File: src/rtl/w_matrix_ctrl_pkg.sv
// Shared definitions for the de-mixing matrix controller: element type, FSM
// state encodings and the default Q13.13 seed matrix for the 4-channel build.
package w_matrix_ctrl_pkg;

  localparam int ROM_DW = 26;
  localparam int ROM_FW = 13;

  typedef logic signed [ROM_DW-1:0] w_elem_t;

  localparam logic [2:0] ST_IDLE   = 3'd0;
  localparam logic [2:0] ST_LOAD   = 3'd1;
  localparam logic [2:0] ST_RUN    = 3'd2;
  localparam logic [2:0] ST_CHECK  = 3'd3;
  localparam logic [2:0] ST_COMMIT = 3'd4;
  localparam logic [2:0] ST_HALT   = 3'd5;

  // Seed values rounded to nearest LSB of Q13.13, row-major.
  function automatic w_elem_t rom4_elem(input logic [3:0] idx);
    w_elem_t v;
    case (idx)
      4'd0:    v = -26'sd1223;
      4'd1:    v = -26'sd4842;
      4'd2:    v =  26'sd3108;
      4'd3:    v = -26'sd1431;
      4'd4:    v =  26'sd20062;
      4'd5:    v = -26'sd5363;
      4'd6:    v = -26'sd2706;
      4'd7:    v = -26'sd7842;
      4'd8:    v =  26'sd3875;
      4'd9:    v = -26'sd8853;
      4'd10:   v = -26'sd4095;
      4'd11:   v =  26'sd10588;
      4'd12:   v =  26'sd958;
      4'd13:   v = -26'sd391;
      4'd14:   v = -26'sd294;
      default: v =  26'sd3612;
    endcase
    return v;
  endfunction

endpackage

File: src/rtl/w_matrix_ctrl_rom.sv
// Initial-value lookup for W. The stored table is only meaningful for the
// 4x4 Q13.13 build; any other shape seeds the identity matrix at 1.0.
module w_init_rom
  import w_matrix_ctrl_pkg::*;
#(
  parameter int N  = 4,
  parameter int DW = 26,
  parameter int FW = 13,
  parameter int AW = 4
) (
  input  logic [AW-1:0]        addr,
  output logic signed [DW-1:0] data
);

  localparam logic signed [DW-1:0] ONE = DW'(1) << FW;

  generate
    if (N == 4 && DW == ROM_DW && FW == ROM_FW) begin : g_table
      always_comb data = rom4_elem(addr[3:0]);
    end else begin : g_identity
      always_comb begin
        data = '0;
        if ((int'(addr) / N) == (int'(addr) % N)) data = ONE;
      end
    end
  endgenerate

endmodule

File: src/rtl/w_matrix_ctrl.sv
// Holds the de-mixing matrix W, seeds it from ROM, and screens each proposed
// update element-by-element against the committed W before accepting it.
//   state  | meaning
//   IDLE   | no matrix yet, waiting for init_req
//   LOAD   | copying one ROM element per cycle into W
//   RUN    | ready for an update from the W-update engine
//   CHECK  | comparing shadow against W, one element per cycle
//   COMMIT | W <= shadow, update iteration and status flags
//   HALT   | converged or timed out, W frozen until init_req
module w_matrix_ctrl
  import w_matrix_ctrl_pkg::*;
#(
  parameter int                   N        = 4,
  parameter int                   DW       = 26,
  parameter int                   FW       = 13,
  parameter logic signed [DW-1:0] EPS      = 26'sd8,
  parameter int                   MAX_ITER = 64,
  parameter int                   ITW      = 7
) (
  input  logic                clk_b,
  input  logic                rst_b,
  input  logic                en_b,
  input  logic                init_req,
  input  logic                upd_valid,
  output logic                upd_ready,
  input  logic                upd_invalid,
  input  logic [N*N*DW-1:0]   iw_flat,
  output logic [N*N*DW-1:0]   ow_flat,
  output logic                w_valid,
  output logic                converged,
  output logic                timeout,
  output logic [ITW-1:0]      iter_cnt
);

  localparam int             NE       = N * N;
  localparam int             IW       = $clog2(NE);
  localparam logic [IW-1:0]  IDX_LAST = IW'(NE - 1);
  localparam logic [ITW-1:0] ITER_SAT = '1;
  localparam logic [ITW-1:0] ITER_TO  = ITW'(MAX_ITER);

  logic [2:0]         state_q, state_d;
  logic [IW-1:0]      idx_q, idx_d;
  logic [NE*DW-1:0]   ow_q, ow_d;
  logic [NE*DW-1:0]   shadow_q, shadow_d;
  logic               w_valid_q, w_valid_d;
  logic               conv_q, conv_d;
  logic               tout_q, tout_d;
  logic               diff_q, diff_d;
  logic [ITW-1:0]     iter_q, iter_d;

  logic signed [DW-1:0] rom_data, cur_new, cur_old;
  logic signed [DW:0]   delta, delta_abs;
  logic                 exceeds, last_idx, accept;

  w_init_rom #(.N(N), .DW(DW), .FW(FW), .AW(IW)) u_rom (
    .addr (idx_q),
    .data (rom_data)
  );

  assign cur_new   = shadow_q[int'(idx_q)*DW +: DW];
  assign cur_old   = ow_q[int'(idx_q)*DW +: DW];
  assign delta     = {cur_new[DW-1], cur_new} - {cur_old[DW-1], cur_old};
  assign delta_abs = delta[DW] ? -delta : delta;
  assign exceeds   = delta_abs > $signed({EPS[DW-1], EPS});
  assign last_idx  = (idx_q == IDX_LAST);

  // Gated by en_b so the engine never sees a handshake the block would drop.
  assign upd_ready = (state_q == ST_RUN) && !init_req && en_b;
  assign accept    = upd_ready && upd_valid;

  always_comb begin
    state_d   = state_q;
    idx_d     = idx_q;
    ow_d      = ow_q;
    shadow_d  = shadow_q;
    w_valid_d = w_valid_q;
    conv_d    = conv_q;
    tout_d    = tout_q;
    diff_d    = diff_q;
    iter_d    = iter_q;
    if (en_b) begin
      if (init_req && state_q != ST_LOAD) begin
        state_d   = ST_LOAD;
        idx_d     = '0;
        w_valid_d = 1'b0;
      end else begin
        case (state_q)
          ST_LOAD: begin
            ow_d[int'(idx_q)*DW +: DW] = rom_data;
            idx_d = idx_q + 1'b1;
            if (last_idx) begin
              idx_d     = '0;
              w_valid_d = 1'b1;
              iter_d    = '0;
              conv_d    = 1'b0;
              tout_d    = 1'b0;
              state_d   = ST_RUN;
            end
          end
          ST_RUN: begin
            if (accept && upd_invalid) begin
              state_d   = ST_LOAD;
              idx_d     = '0;
              w_valid_d = 1'b0;
            end else if (accept) begin
              shadow_d = iw_flat;
              diff_d   = 1'b0;
              idx_d    = '0;
              state_d  = ST_CHECK;
            end
          end
          ST_CHECK: begin
            diff_d = diff_q | exceeds;
            idx_d  = idx_q + 1'b1;
            if (last_idx) begin
              idx_d   = '0;
              state_d = ST_COMMIT;
            end
          end
          ST_COMMIT: begin
            ow_d    = shadow_q;
            iter_d  = (iter_q == ITER_SAT) ? iter_q : iter_q + 1'b1;
            conv_d  = !diff_q;
            tout_d  = (iter_d == ITER_TO) && diff_q;
            state_d = (!diff_q || tout_d) ? ST_HALT : ST_RUN;
          end
          ST_IDLE, ST_HALT: state_d = state_q;
          default:          state_d = ST_IDLE;
        endcase
      end
    end
  end

  always_ff @(posedge clk_b or posedge rst_b) begin
    if (rst_b) begin
      state_q   <= ST_IDLE;
      idx_q     <= '0;
      ow_q      <= '0;
      shadow_q  <= '0;
      w_valid_q <= 1'b0;
      conv_q    <= 1'b0;
      tout_q    <= 1'b0;
      diff_q    <= 1'b0;
      iter_q    <= '0;
    end else begin
      state_q   <= state_d;
      idx_q     <= idx_d;
      ow_q      <= ow_d;
      shadow_q  <= shadow_d;
      w_valid_q <= w_valid_d;
      conv_q    <= conv_d;
      tout_q    <= tout_d;
      diff_q    <= diff_d;
      iter_q    <= iter_d;
    end
  end

  assign ow_flat   = ow_q;
  assign w_valid   = w_valid_q;
  assign converged = conv_q;
  assign timeout   = tout_q;
  assign iter_cnt  = iter_q;

endmodule

File: config.mk
export PLATFORM = sky130hd
export DESIGN_NAME = w_matrix_ctrl
export DESIGN_NICKNAME = d
export VERILOG_FILES = /design/src/rtl/w_matrix_ctrl_pkg.sv /design/src/rtl/w_matrix_ctrl_rom.sv /design/src/rtl/w_matrix_ctrl.sv
export SDC_FILE = /design/constraint.sdc
export NUM_CORES = 2
export LEC_CHECK = 0
export BUFFER_PORTS_ARGS = -buffer_cell sky130_fd_sc_hd__buf_2
export CORE_MARGIN = 8
export CORE_UTILIZATION = 40
export DETAILED_ROUTE_END_ITERATION = 7
export SYNTH_ARGS = -nofsm -noshare
export SYNTH_HDL_FRONTEND = slang
export SYNTH_SLANG_ARGS = --single-unit
File: constraint.sdc
create_clock -name clk_b -period 64.4 [get_ports clk_b]
set_clock_uncertainty 0.1 [all_clocks]
set_input_delay 12.88 -clock clk_b [delete_from_list [all_inputs] [get_ports clk_b]]
set_output_delay 12.88 -clock clk_b [all_outputs]
set_load 0.005 [all_outputs]
==> results.md <==
- Root Buffer: clkbuf_16
- Post-DR wirelength/cell: about 41 microns
- Largest net degree at the start of global routing: 190
- Kind of critical path: in -> out
- Post-synth ARST share: between 90% and 100%
- Final Hold Fails: 0
- #FFs+latches synth: 850
- Hold crit path type: reg -> reg
- Critical path launch point type: input port
- Reg-to-Reg End: ow_flat[20]
- Ys flop type: dfrtp_1
- Postcts setup bufs: 0
- Most frequent cell after synthesis: dfrtp_1
- Vias in the first global route: around 48000
- R2r setup slk: roughly 56 ns
- Share of cells above drive strength 1: around a third
- Failing checks: max-capacitance violations, max-slew violations
- Fin crit share: 41.8%
- RSZ-0062 raised after global routing: no
- Syn avg cell area: between 10 and 15 sq um
- Adder-Cell Fraction of Synth Area: around 1.4%
- CTS HTree Levels: 3
- Maximum buffer depth of the clock tree: 3
- Crit path from: en_b
- Reg2reg path depth: 19
- Final instance area: approximately 0.06 sq mm
- Max Fclk: between 30 and 40 MHz
- Worst Path Required: approximately 51 ns
- Hold path depth: 2
- Clock Latency Late Sink: roughly 0.77 ns
- Total number of vias: 51100
- Core box area: around 0.12 sq mm
- Pins Over Slew Limit: 7
- Crit path max fanout: 5
- Largest family of logic cells by synthesized area: multiplexers
- Ranking of synthesized cells by area: dfrtp_1, mux4_2, mux2_2, a21oi_1, nor2_1
- Met3 Resource Use GR: between 20% and 30%
- Netlist cell types: 97
- Post-Synth XOR/XNOR Area: less than 1%
- M1 GR Usage: 52.6%
- Syn_nets: between 5000 and 6000
- Yosys top cell by area: dfrtp_1
- IO buf count: roughly 850
- Final TNS setup: 0 ns
- Cts hold-fix bufs: 0
- Final ANT Viol Nets: 0
- Area after DPL: 0.0565 sq mm
- Placer Congestion: between 1 and 1.5
- Synth top area share: a little over two fifths
- Gr ovfl total: 0
- Commonest cells in the netlist: dfrtp_1, nor2_1, a21oi_1
- HPWL after DPL: about 240 mm
- Max-cap violations: 1
- Setup WS pre-CTS: between 30 and 40 ns
- Portion of netlist area occupied by mux cells: 22.3%
- I/O Pins: approximately 850
- YS warnings: 0
- Chip Width: roughly 370 microns
- Core Rows: around 130
- Residual DRC count: 0
- Setup slack after layout: around 38 ns
- GR peak layer: met2
- Slew margin rel.: -9.12%
- WHS Endpoint: ow_flat[84]
- Initial antenna violation count: between 40 and 50
- TritonCTS Buffers: 96
- CTS tree: yes
- Drt first pass iters: 7
- Die area: 0.137 sq mm
- CP Data Arrival Time: roughly 14 ns
- Synth Area in Compound Gates: between 10% and 20%
- Storage element area: 0.0213 sq mm
- Final Critical Period: 26.89 ns
- WL final: about 310 mm
- DRT iter0 DRCs: between 8000 and 9000
- R2r startpoint: idx_q[0]
- Measured slew at the worst slew-check pin: between 1.5 and 2 ns
- Clock sinks: 850
- Run status: complete, but fails checks
- Post-synth EDFFs: 0
- Synth Area in Simple Gates: a little under an eighth
- First-pass GRT wire length: between 400 and 500 mm
- DR vias/cell: just under 7
- Met2 global-route usage: 61.3%
- Post-cts resize count: 0
- Multi-input gate area: 0.0275 sq mm
- Nets: 6177
- Min-delay src: ow_flat[84]
- CP Capture Type: output pin
- Clock transition at path regs: 0.06 ns
- Tot GR Track Use: around 43%
- Die H: roughly 370 microns
- Sequential fraction of the synthesis area: between 40% and 50%
- Final setup vio count: 0
- Mapped Cells: 4942
- # fillers: about 12000
- Area growth from synthesis to layout: 19.7%
- Cell area after synthesis: roughly 0.05 sq mm
- Starting density of the core: slightly above 40%
==> metrics by stage <==
stage / hold WS (ns) / utilization [%] / instances
after global routing: 0.420 / 48.2 / 7428
after global placement: 0.383 / 45.6 / 7241
after detailed placement: 0.392 / 45.6 / 7241
final: 0.407 / 48.3 / 7462
after CTS: 0.406 / 48.2 / 7418
after floorplan: 0.368 / - / 4942
==> flip-flops by register name, summed over array words and instances (netlist names) <==
signal	cells
ow_flat	416
shadow_q	416
iter_cnt	7
idx_q	4
state_q	3
converged	1
diff_q	1
timeout	1
w_valid	1
==> worst max-delay path by stage <==
stage | to | slack [ns] | cells after the start
2_1_floorplan | converged | 27.54 | 1
3_3_place_gp | upd_ready | 37.51 | 4
3_5_place_dp | upd_ready | 37.52 | 4
4_1_cts | upd_ready | 37.51 | 4
5_1_grt | upd_ready | 37.37 | 4
6_report | upd_ready | 37.51 | 4
==> layout by cell type, fill, tap and decap left out, types with 16 or more instances in the layout <==
| master | instances |
|---|---|
| clkbuf_8 | 25 |
| a21oi_1 | 534 |
| buf_2 | 848 |
| nor3_1 | 65 |
| inv_1 | 69 |
| clkbuf_16 | 98 |
| nand2b_1 | 20 |
| o22ai_1 | 48 |
| mux4_2 | 261 |
| o21a_1 | 42 |
| a21o_1 | 27 |
| buf_4 | 143 |
| o21ai_1 | 37 |
| clkbuf_1 | 18 |
| nor2_1 | 570 |
| o21ai_0 | 330 |
| diode_2 | 44 |
| a22o_1 | 16 |
| nand3_1 | 55 |
| and2_1 | 28 |
| a32oi_1 | 23 |
| o31ai_1 | 17 |
| or3_1 | 23 |
| mux2_2 | 450 |
| a31oi_1 | 22 |
| clkinv_2 | 21 |
| nor2_2 | 27 |
| and3_1 | 16 |
| o211ai_1 | 44 |
| ha_1 | 51 |
| a22oi_1 | 210 |
| dfrtp_1 | 847 |
| nand2_1 | 475 |
| mux2i_1 | 22 |
==> critical path: stages <==
cell	delay (ns)
buf_2	0.11
inv_1	0.09
nor4_1	0.60
buf_2	0.23
==> layout make-up <==
class / instances / share of cell area [%]
Sequential cell: 850 / 35.5
Clock buffer: 141 / 4.78
Inverter: 73 / 0.472
Multi-Input combinational cell: 3685 / 45.9
Clock inverter: 36 / 0.696
Antenna cell: 44 / 0.184
Tap cell: 1637 / 3.42
Timing Repair Buffer: 996 / 9.05
==> cells by family (layout without fill, tap and decap cells) <==
family,count (synthesis),after routing
buf+inv,407,1246
fa+ha+maj,53,53
other cells,0,44
xor+xnor,32,32
compound gates,1498,1498
flops,850,850
mux,734,734
simple gates,1368,1368
==> routing by layer <==
| layer | routed length, microns | vias to the layer above | part of all wire, % |
|---|---|---|---|
| met5 | 145 | - | 0.047 |
| met3 | 46500 | 1077 | 15 |
| met2 | 127000 | 4422 | 41 |
| li1 | - | 20000 | - |
| met4 | 25100 | 20 | 8.1 |
| met1 | 110000 | 25700 | 36 |
Power is left out: the tool's default activity adds up to more than one toggle a clock period on the data nets, which glitch-free logic cannot reach.
